`config.mk`:
```
export PLATFORM = sky130hd
export DESIGN_NAME = rc4_core_scheduler_flat
export DESIGN_NICKNAME = d
export VERILOG_FILES = /design/src/rtl/rc4_core_scheduler_if.sv /design/src/rtl/rc4_core_scheduler.sv /design/src/flat_wrapper.sv
export SDC_FILE = /design/constraint.sdc
export NUM_CORES = 1
export LEC_CHECK = 0
export CAP_MARGIN = 10
export CORE_ASPECT_RATIO = 0.75
export CORE_UTILIZATION = 40
export CTS_BUF_LIST = sky130_fd_sc_hd__clkbuf_2 sky130_fd_sc_hd__clkbuf_4 sky130_fd_sc_hd__clkbuf_8
export CTS_CLUSTER_DIAMETER = 100
export CTS_CLUSTER_SIZE = 24
export DETAILED_ROUTE_END_ITERATION = 10
export PLACE_DENSITY = 0.61
export SETUP_SLACK_MARGIN = 0.05
export SYNTH_ARGS = -nofsm -noshare
export SYNTH_HDL_FRONTEND = slang
export SYNTH_SLANG_ARGS = --single-unit
```
`constraint.sdc`:
```
create_clock -name clk -period 4.9 [get_ports clk]
set_input_delay 1.47 -clock clk [delete_from_list [all_inputs] [get_ports clk]]
set_output_delay 1.47 -clock clk [all_outputs]
set_load 0.01 [all_outputs]
```
`src/rtl/rc4_core_scheduler_if.sv`:
```
// Control/status and per-core launch/result lines between the RC4 key scheduler and its cracking cores.
interface rc4_core_scheduler_if #(
    parameter int NUM_CORES = 4,
    parameter int KEY_WIDTH = 24
);
    logic                           start;
    logic                           busy;
    logic                           found;
    logic                           not_found;
    logic [KEY_WIDTH-1:0]           found_key;
    logic [KEY_WIDTH:0]             keys_tried;
    logic [NUM_CORES-1:0]           core_start;
    logic [NUM_CORES*KEY_WIDTH-1:0] core_key;
    logic [NUM_CORES-1:0]           core_finish;
    logic [NUM_CORES-1:0]           core_valid;

    modport master (
        input  start, core_finish, core_valid,
        output busy, found, not_found, found_key, keys_tried, core_start, core_key
    );

    modport slave (
        output start, core_finish, core_valid,
        input  busy, found, not_found, found_key, keys_tried, core_start, core_key
    );
endinterface

```
`src/rtl/rc4_core_scheduler.sv`:
```
// Hands ascending RC4 keys to NUM_CORES cracking cores, collects pass/fail results and
// reports the first key whose decryption is all valid ASCII.
module rc4_core_scheduler #(
    parameter int                   NUM_CORES = 4,
    parameter int                   KEY_WIDTH = 24,
    parameter logic [KEY_WIDTH-1:0] KEY_MAX   = 24'h3FFFFF
) (
    input  logic                 clk,
    input  logic                 reset_n,
    rc4_core_scheduler_if.master bus
);
    localparam int               CNT_W    = KEY_WIDTH + 1;
    localparam logic [CNT_W-1:0] KEY_LAST = {1'b0, KEY_MAX};
    localparam logic [CNT_W-1:0] CNT_ONE  = {{KEY_WIDTH{1'b0}}, 1'b1};

    typedef enum logic [2:0] {
        S_IDLE       = 3'd0,
        S_RUN        = 3'd1,
        S_DRAIN      = 3'd2,
        S_DONE_FOUND = 3'd3,
        S_DONE_FAIL  = 3'd4
    } state_t;

    state_t                         state_q, state_d;
    logic [CNT_W-1:0]               next_key_q, next_key_d;
    logic [NUM_CORES-1:0]           core_busy_q, core_busy_d;
    logic [NUM_CORES-1:0]           core_start_q, core_start_d;
    logic [NUM_CORES*KEY_WIDTH-1:0] core_key_q, core_key_d;
    logic [KEY_WIDTH-1:0]           found_key_q, found_key_d;
    logic [CNT_W-1:0]               keys_tried_q, keys_tried_d;
    logic                           busy_q, busy_d;
    logic                           found_q, found_d;
    logic                           not_found_q, not_found_d;
    logic                           hit_s;
    logic                           disp_s;

    // Next-state, dispatch and result collection.
    always_comb begin
        state_d      = state_q;
        next_key_d   = next_key_q;
        core_busy_d  = core_busy_q;
        core_start_d = {NUM_CORES{1'b0}};
        core_key_d   = core_key_q;
        found_key_d  = found_key_q;
        keys_tried_d = keys_tried_q;
        hit_s        = 1'b0;
        disp_s       = 1'b0;

        case (state_q)
            S_IDLE, S_DONE_FOUND, S_DONE_FAIL: begin
                if (bus.start) begin
                    state_d      = S_RUN;
                    found_key_d  = {KEY_WIDTH{1'b0}};
                    keys_tried_d = {CNT_W{1'b0}};
                    next_key_d   = {CNT_W{1'b0}};
                end else begin
                    state_d = state_q;
                end
            end
            S_RUN, S_DRAIN: begin
                // Finishes from idle cores are stale or spurious and carry no key.
                for (int i = 0; i < NUM_CORES; i++) begin
                    if (bus.core_finish[i] && core_busy_q[i]) begin
                        core_busy_d[i] = 1'b0;
                        keys_tried_d   = keys_tried_d + CNT_ONE;
                        if ((state_q == S_RUN) && bus.core_valid[i] && !hit_s) begin
                            hit_s       = 1'b1;
                            found_key_d = core_key_q[i*KEY_WIDTH +: KEY_WIDTH];
                        end else begin
                            hit_s = hit_s;
                        end
                    end else begin
                        core_busy_d[i] = core_busy_d[i];
                    end
                end

                if (state_q == S_DRAIN) begin
                    state_d = (core_busy_q == {NUM_CORES{1'b0}}) ? S_DONE_FOUND : S_DRAIN;
                end else if (hit_s) begin
                    state_d = S_DRAIN;
                end else if (next_key_q > KEY_LAST) begin
                    state_d = (core_busy_q == {NUM_CORES{1'b0}}) ? S_DONE_FAIL : S_RUN;
                end else begin
                    // Lowest idle core wins; cores freed this cycle wait until next cycle.
                    for (int i = 0; i < NUM_CORES; i++) begin
                        if (!core_busy_q[i] && !disp_s) begin
                            disp_s                               = 1'b1;
                            core_busy_d[i]                       = 1'b1;
                            core_start_d[i]                      = 1'b1;
                            core_key_d[i*KEY_WIDTH +: KEY_WIDTH] = next_key_q[KEY_WIDTH-1:0];
                            next_key_d                           = next_key_q + CNT_ONE;
                        end else begin
                            disp_s = disp_s;
                        end
                    end
                end
            end
            default: begin
                state_d = S_IDLE;
            end
        endcase

        busy_d      = (state_d == S_RUN) || (state_d == S_DRAIN);
        found_d     = (state_d == S_DONE_FOUND);
        not_found_d = (state_d == S_DONE_FAIL);
    end

    // State and output registers.
    always_ff @(posedge clk or negedge reset_n) begin
        if (!reset_n) begin
            state_q      <= S_IDLE;
            next_key_q   <= {CNT_W{1'b0}};
            core_busy_q  <= {NUM_CORES{1'b0}};
            core_start_q <= {NUM_CORES{1'b0}};
            core_key_q   <= {(NUM_CORES*KEY_WIDTH){1'b0}};
            found_key_q  <= {KEY_WIDTH{1'b0}};
            keys_tried_q <= {CNT_W{1'b0}};
            busy_q       <= 1'b0;
            found_q      <= 1'b0;
            not_found_q  <= 1'b0;
        end else begin
            state_q      <= state_d;
            next_key_q   <= next_key_d;
            core_busy_q  <= core_busy_d;
            core_start_q <= core_start_d;
            core_key_q   <= core_key_d;
            found_key_q  <= found_key_d;
            keys_tried_q <= keys_tried_d;
            busy_q       <= busy_d;
            found_q      <= found_d;
            not_found_q  <= not_found_d;
        end
    end

    assign bus.core_start = core_start_q;
    assign bus.core_key   = core_key_q;
    assign bus.found_key  = found_key_q;
    assign bus.keys_tried = keys_tried_q;
    assign bus.busy       = busy_q;
    assign bus.found      = found_q;
    assign bus.not_found  = not_found_q;
endmodule

```
`src/flat_wrapper.sv`:
```
// flat-port wrapper written by rule: the top's interface ports become plain ports
module rc4_core_scheduler_flat 
#(
    parameter int                   NUM_CORES = 4,
    parameter int                   KEY_WIDTH = 24,
    parameter logic [KEY_WIDTH-1:0] KEY_MAX   = 24'h3FFFFF
)
  (clk, reset_n, bus_start, bus_core_finish, bus_core_valid, bus_busy, bus_found, bus_not_found, bus_found_key, bus_keys_tried, bus_core_start, bus_core_key);
  rc4_core_scheduler_if #(.NUM_CORES(NUM_CORES), .KEY_WIDTH(KEY_WIDTH)) bus_i ();
  input  logic clk;
  input  logic reset_n;
  input wire logic [$bits(bus_i.start)-1:0] bus_start;
  input wire logic [$bits(bus_i.core_finish)-1:0] bus_core_finish;
  input wire logic [$bits(bus_i.core_valid)-1:0] bus_core_valid;
  output wire logic [$bits(bus_i.busy)-1:0] bus_busy;
  output wire logic [$bits(bus_i.found)-1:0] bus_found;
  output wire logic [$bits(bus_i.not_found)-1:0] bus_not_found;
  output wire logic [$bits(bus_i.found_key)-1:0] bus_found_key;
  output wire logic [$bits(bus_i.keys_tried)-1:0] bus_keys_tried;
  output wire logic [$bits(bus_i.core_start)-1:0] bus_core_start;
  output wire logic [$bits(bus_i.core_key)-1:0] bus_core_key;
  assign bus_i.start = bus_start;
  assign bus_i.core_finish = bus_core_finish;
  assign bus_i.core_valid = bus_core_valid;
  assign bus_busy = bus_i.busy;
  assign bus_found = bus_i.found;
  assign bus_not_found = bus_i.not_found;
  assign bus_found_key = bus_i.found_key;
  assign bus_keys_tried = bus_i.keys_tried;
  assign bus_core_start = bus_i.core_start;
  assign bus_core_key = bus_i.core_key;
  rc4_core_scheduler #(.NUM_CORES(NUM_CORES), .KEY_WIDTH(KEY_WIDTH), .KEY_MAX(KEY_MAX)) u_core (.clk(clk), .reset_n(reset_n), .bus(bus_i));
endmodule
```
==> impl_results.md <==
* Result of the run: complete, but fails checks
* Failing checks: design-rule violations, negative setup slack
* Detail Placement HPWL at 26700 µm
* Final standard cell utilization of the core at 55.5%
* Tightest Pin Transition at 763 ps
* Maximum capacitance violations at 0
* Post-layout instance area at 0.0150 mm²
* Drt via density at 5.59
* Root cell of the clock tree: sky130_fd_sc_hd__clkbuf_8
* Switching share of power at 41.9%
* Die area at 0.0282 mm²
* Largest area contributor in the synthesized netlist: sky130_fd_sc_hd__dfrtp_1
* Final clock period utilization by the worst path at 102%
* Worst Path Required at 5280 ps
* Number of buffers added by the clock tree synthesis step at 17
* Final worst-path setup slack at -86.4 ps
* Total gr overflow at 0
* Vias in the first global route at 10.0k
* Sequential power share at 36.2%
* Share of flip-flops with an asynchronous set or reset after synthesis at 100%
* Worst setup SP type: input pin
* Global-route wire length before repair at 58000 µm
* Upper clock frequency limit at 201 MHz
* Sequential element share of the synthesized area at 41.9%
* Dominant cells by area after synthesis: sky130_fd_sc_hd__dfrtp_1 42%, sky130_fd_sc_hd__mux2_2 7.2%, sky130_fd_sc_hd__nand2_1 5.5%, sky130_fd_sc_hd__xnor2_1 4.8%, sky130_fd_sc_hd__nor2_1 3.7%
* Total via count after detailed routing at 10.6k
* Clock Power Share at 21.7%
* Synthesized netlist cell count at 1227
* DR WL met2 at 15700 µm
* Largest clock skew in the final design at 20.5 ps
* Met1 wire length at 18900 µm
* Uppermost layer routed: met4
* Number of flops mapped to enable cells by yosys at 0
* Antenna diode count at 0
* Maximum buffer depth of the clock tree at 2
* Main synth FF type: sky130_fd_sc_hd__dfrtp_1
* Class of the tightest hold or removal check: reg -> reg
* Global-route usage over all layers at 26.4%
* Mapped Nets at 1243
* Initial DRT Pass Iterations at 8
* Routed len/inst at 19.6 µm
* Element type at the critical path end: register
* Min Tclk post-route at 4990 ps
* Number of H-tree levels at 4
* Cell-internal power at 3.06 mW
* Dominant cell by count in the synthesized netlist: sky130_fd_sc_hd__dfrtp_1
* Maximum fanout along the worst path at 3
* Net switching power at 2.21 mW
* TritonCTS clock tree: yes
* Num ports at 163
* Most used standard cells in the synthesized netlist: 184 x sky130_fd_sc_hd__dfrtp_1, 161 x sky130_fd_sc_hd__nand2_1, 109 x sky130_fd_sc_hd__nor2_1
* Maximum number of pins on one net before global-route repair at 97
* Worst Path Class, Setup: in -> reg
* Power density over cell area at 352 mW/mm²
* Final setup violation count at 4
* Area overhead of the layout relative to synthesis at 36.3%
* Leakage Power at 6.44 nW
* Clock transition at the register clock pins on the worst setup and hold paths after CTS at 110 ps
* Effective utilization at floorplan at 40.7%
* Count of state elements after synthesis at 184
* Yosys top cell area share at 41.9%
* Share of cells above drive strength 1 at 25.2%
* Antenna violations before repair at 0
* Fill cell count at 2451
* Row count at 52
* Total wire length at 37100 µm
* Fin Setup TNS at -233 ps
* Number of pins with negative max-slew slack in the final report at 0
* Combinational power share at 42.1%
* Max-slew headroom at 49.0%
* Count of unique library cells instantiated by Yosys at 90
* X dimension of the die at 193 µm
* Worst vdd rail ir drop at 0.000277 V
* Avg Inst Size Synth at 8.96 µm²
* Routability-driven placement congestion ratio at 0.912
* Total clock sinks at 184
* Hold violation count in the final report at 0
* Skew-Pair Late Insertion Delay at 490 ps
* Detailed-routed wire length on met3 at 1970 µm
* Yosys warning count at 0
* Post-DRT Antenna Nets at 0
* Number of port buffers at 162
* Iteration-0 DRC Markers at 753
* DRC violations left at 9
* Synth Cell Area at 0.0110 mm²
* Floorplan Core Area at 0.0270 mm²
* Setup repair after global routing missed its margin: true
* Arrival @ worst endpoint at 5360 ps
* # nets final at 1547
* Die extent in y at 146 µm
* Area post-placement at 0.0143 mm²
-- logic make-up (layout without fill, tap and decap cells) --
group | after synthesis | after routing | synth area share, %
and+or+nand+nor | 530 | 530 | 24.6
DFF | 184 | 184 | 41.9
xor gates and xnor gates | 88 | 88 | 7.08
adders and majority gates | 5 | 5 | 0.569
AOI/OAI and AO/OA | 243 | 243 | 14.2
buffers and inverters | 100 | 417 | 3.90
muxes | 77 | 77 | 7.83
-- power groups by stage --
stage          registers (mW)  logic [mW]  clock network, mW
2_1_floorplan            1.87        1.21                  0
3_3_place_gp             1.93        2.12                  0
3_5_place_dp             1.93        2.15                  0
4_1_cts                  1.91        2.20               1.16
5_1_grt                  1.93        2.41               1.22
6_report                 1.91        2.22               1.14
-- through the flow --
step           hold WS (ps)  setup slack, ps  total power, mW  instances
2_1_floorplan           455             -279             3.08       1227
3_3_place_gp            477             -918             4.05       1848
3_5_place_dp            484             -961             4.08       1848
4_1_cts                 507            -52.0             5.26       1893
5_1_grt                 542             -201             5.56       1895
6_report                507            -86.4             5.27       1895
-- placed cells by master, fill, tap and decap left out, types with 9 or more instances in the layout --
cell,n
sky130_fd_sc_hd__a21oi_1,72
sky130_fd_sc_hd__and2_1,19
sky130_fd_sc_hd__and3_1,12
sky130_fd_sc_hd__buf_4,198
sky130_fd_sc_hd__clkbuf_8,18
sky130_fd_sc_hd__clkdlybuf4s50_1,159
sky130_fd_sc_hd__dfrtp_1,184
sky130_fd_sc_hd__inv_1,15
sky130_fd_sc_hd__mux2_2,69
sky130_fd_sc_hd__nand2_1,161
sky130_fd_sc_hd__nand3_1,41
sky130_fd_sc_hd__nand4_1,22
sky130_fd_sc_hd__nor2_1,105
sky130_fd_sc_hd__nor2b_1,9
sky130_fd_sc_hd__nor3_1,43
sky130_fd_sc_hd__nor3_2,9
sky130_fd_sc_hd__nor4_1,21
sky130_fd_sc_hd__o21ai_0,60
sky130_fd_sc_hd__o22ai_1,27
sky130_fd_sc_hd__or2_2,9
sky130_fd_sc_hd__or3_1,12
sky130_fd_sc_hd__xnor2_1,56
sky130_fd_sc_hd__xor2_1,27
-- registers in the layout (all words and copies together), names as in the netlist --
signal,flops
u_core.bus.found_key,24
u_core.next_key_q,25
u_core.state_q,3
u_core.bus.core_key,96
u_core.bus.core_start,4
u_core.core_busy_q,4
u_core.bus.not_found,1
u_core.bus.found,1
u_core.bus.keys_tried,25
u_core.bus.busy,1
-- area by class of cell --
class                      instances  area [µm²]  area share (%)
multi-input combinational        943        6200            41.4
sequential                       184        4600            30.7
timing repair buffer             369        3250            21.7
tap                              351         439            2.93
clock buffer                      17         234            1.56
clock inverter                    15         206            1.38
inverter                          16        60.1           0.401
-- path summary, 6_finish.rpt --
kind                                       startpoint                         to  slack (ps)  depth (start not counted)
worst max-delay path               bus_core_finish[0]  u_core.bus.keys_tried[22]         -90                         18
max in group asynchronous                     reset_n    u_core.bus.core_key[54]        3060                          2
worst min-delay path            u_core.next_key_q[24]      u_core.next_key_q[24]         510                          1
worst max register to register  u_core.core_busy_q[0]  u_core.bus.keys_tried[22]         250                         17
min in group asynchronous                     reset_n  u_core.bus.keys_tried[11]         930                          1
worst min register to register  u_core.next_key_q[24]      u_core.next_key_q[24]         510                          1
-- worst max-delay path, cell delays in order --
cell and delay, ps:
sky130_fd_sc_hd__buf_6 100, sky130_fd_sc_hd__and2_4 130, sky130_fd_sc_hd__nand2_1 60, sky130_fd_sc_hd__nand2_1 70
sky130_fd_sc_hd__ha_2 190, sky130_fd_sc_hd__and4b_1 200, sky130_fd_sc_hd__mux2_4 290, sky130_fd_sc_hd__buf_6 130
sky130_fd_sc_hd__nor4_4 280, sky130_fd_sc_hd__buf_4 160, sky130_fd_sc_hd__nor3_4 40, sky130_fd_sc_hd__or4_4 520
sky130_fd_sc_hd__or4b_4 520, sky130_fd_sc_hd__a2111oi_4 360, sky130_fd_sc_hd__nand3_2 160, sky130_fd_sc_hd__nor4_2 310
sky130_fd_sc_hd__a21oi_1 70, sky130_fd_sc_hd__mux2_1 310
-- timing repair --
| item | in CTS | in global routing |
|---|---|---|
| setup buffers | 13 | 3 |
| pin swaps | 17 | 9 |
| endpoints found under the setup margin | 12 | 11 |
| endpoints found under the hold margin | 0 | 0 |
| gates resized for setup | 22 | 21 |
| hold buffers | 0 | 0 |
-- metal layers --
metal	global-route usage, %	vias up
met4	6.72	0
li1	-	4978
met1	40.6	5264
met3	4.08	39
met5	0	-
met2	38.3	306
(Power assumes the default switching activity.)
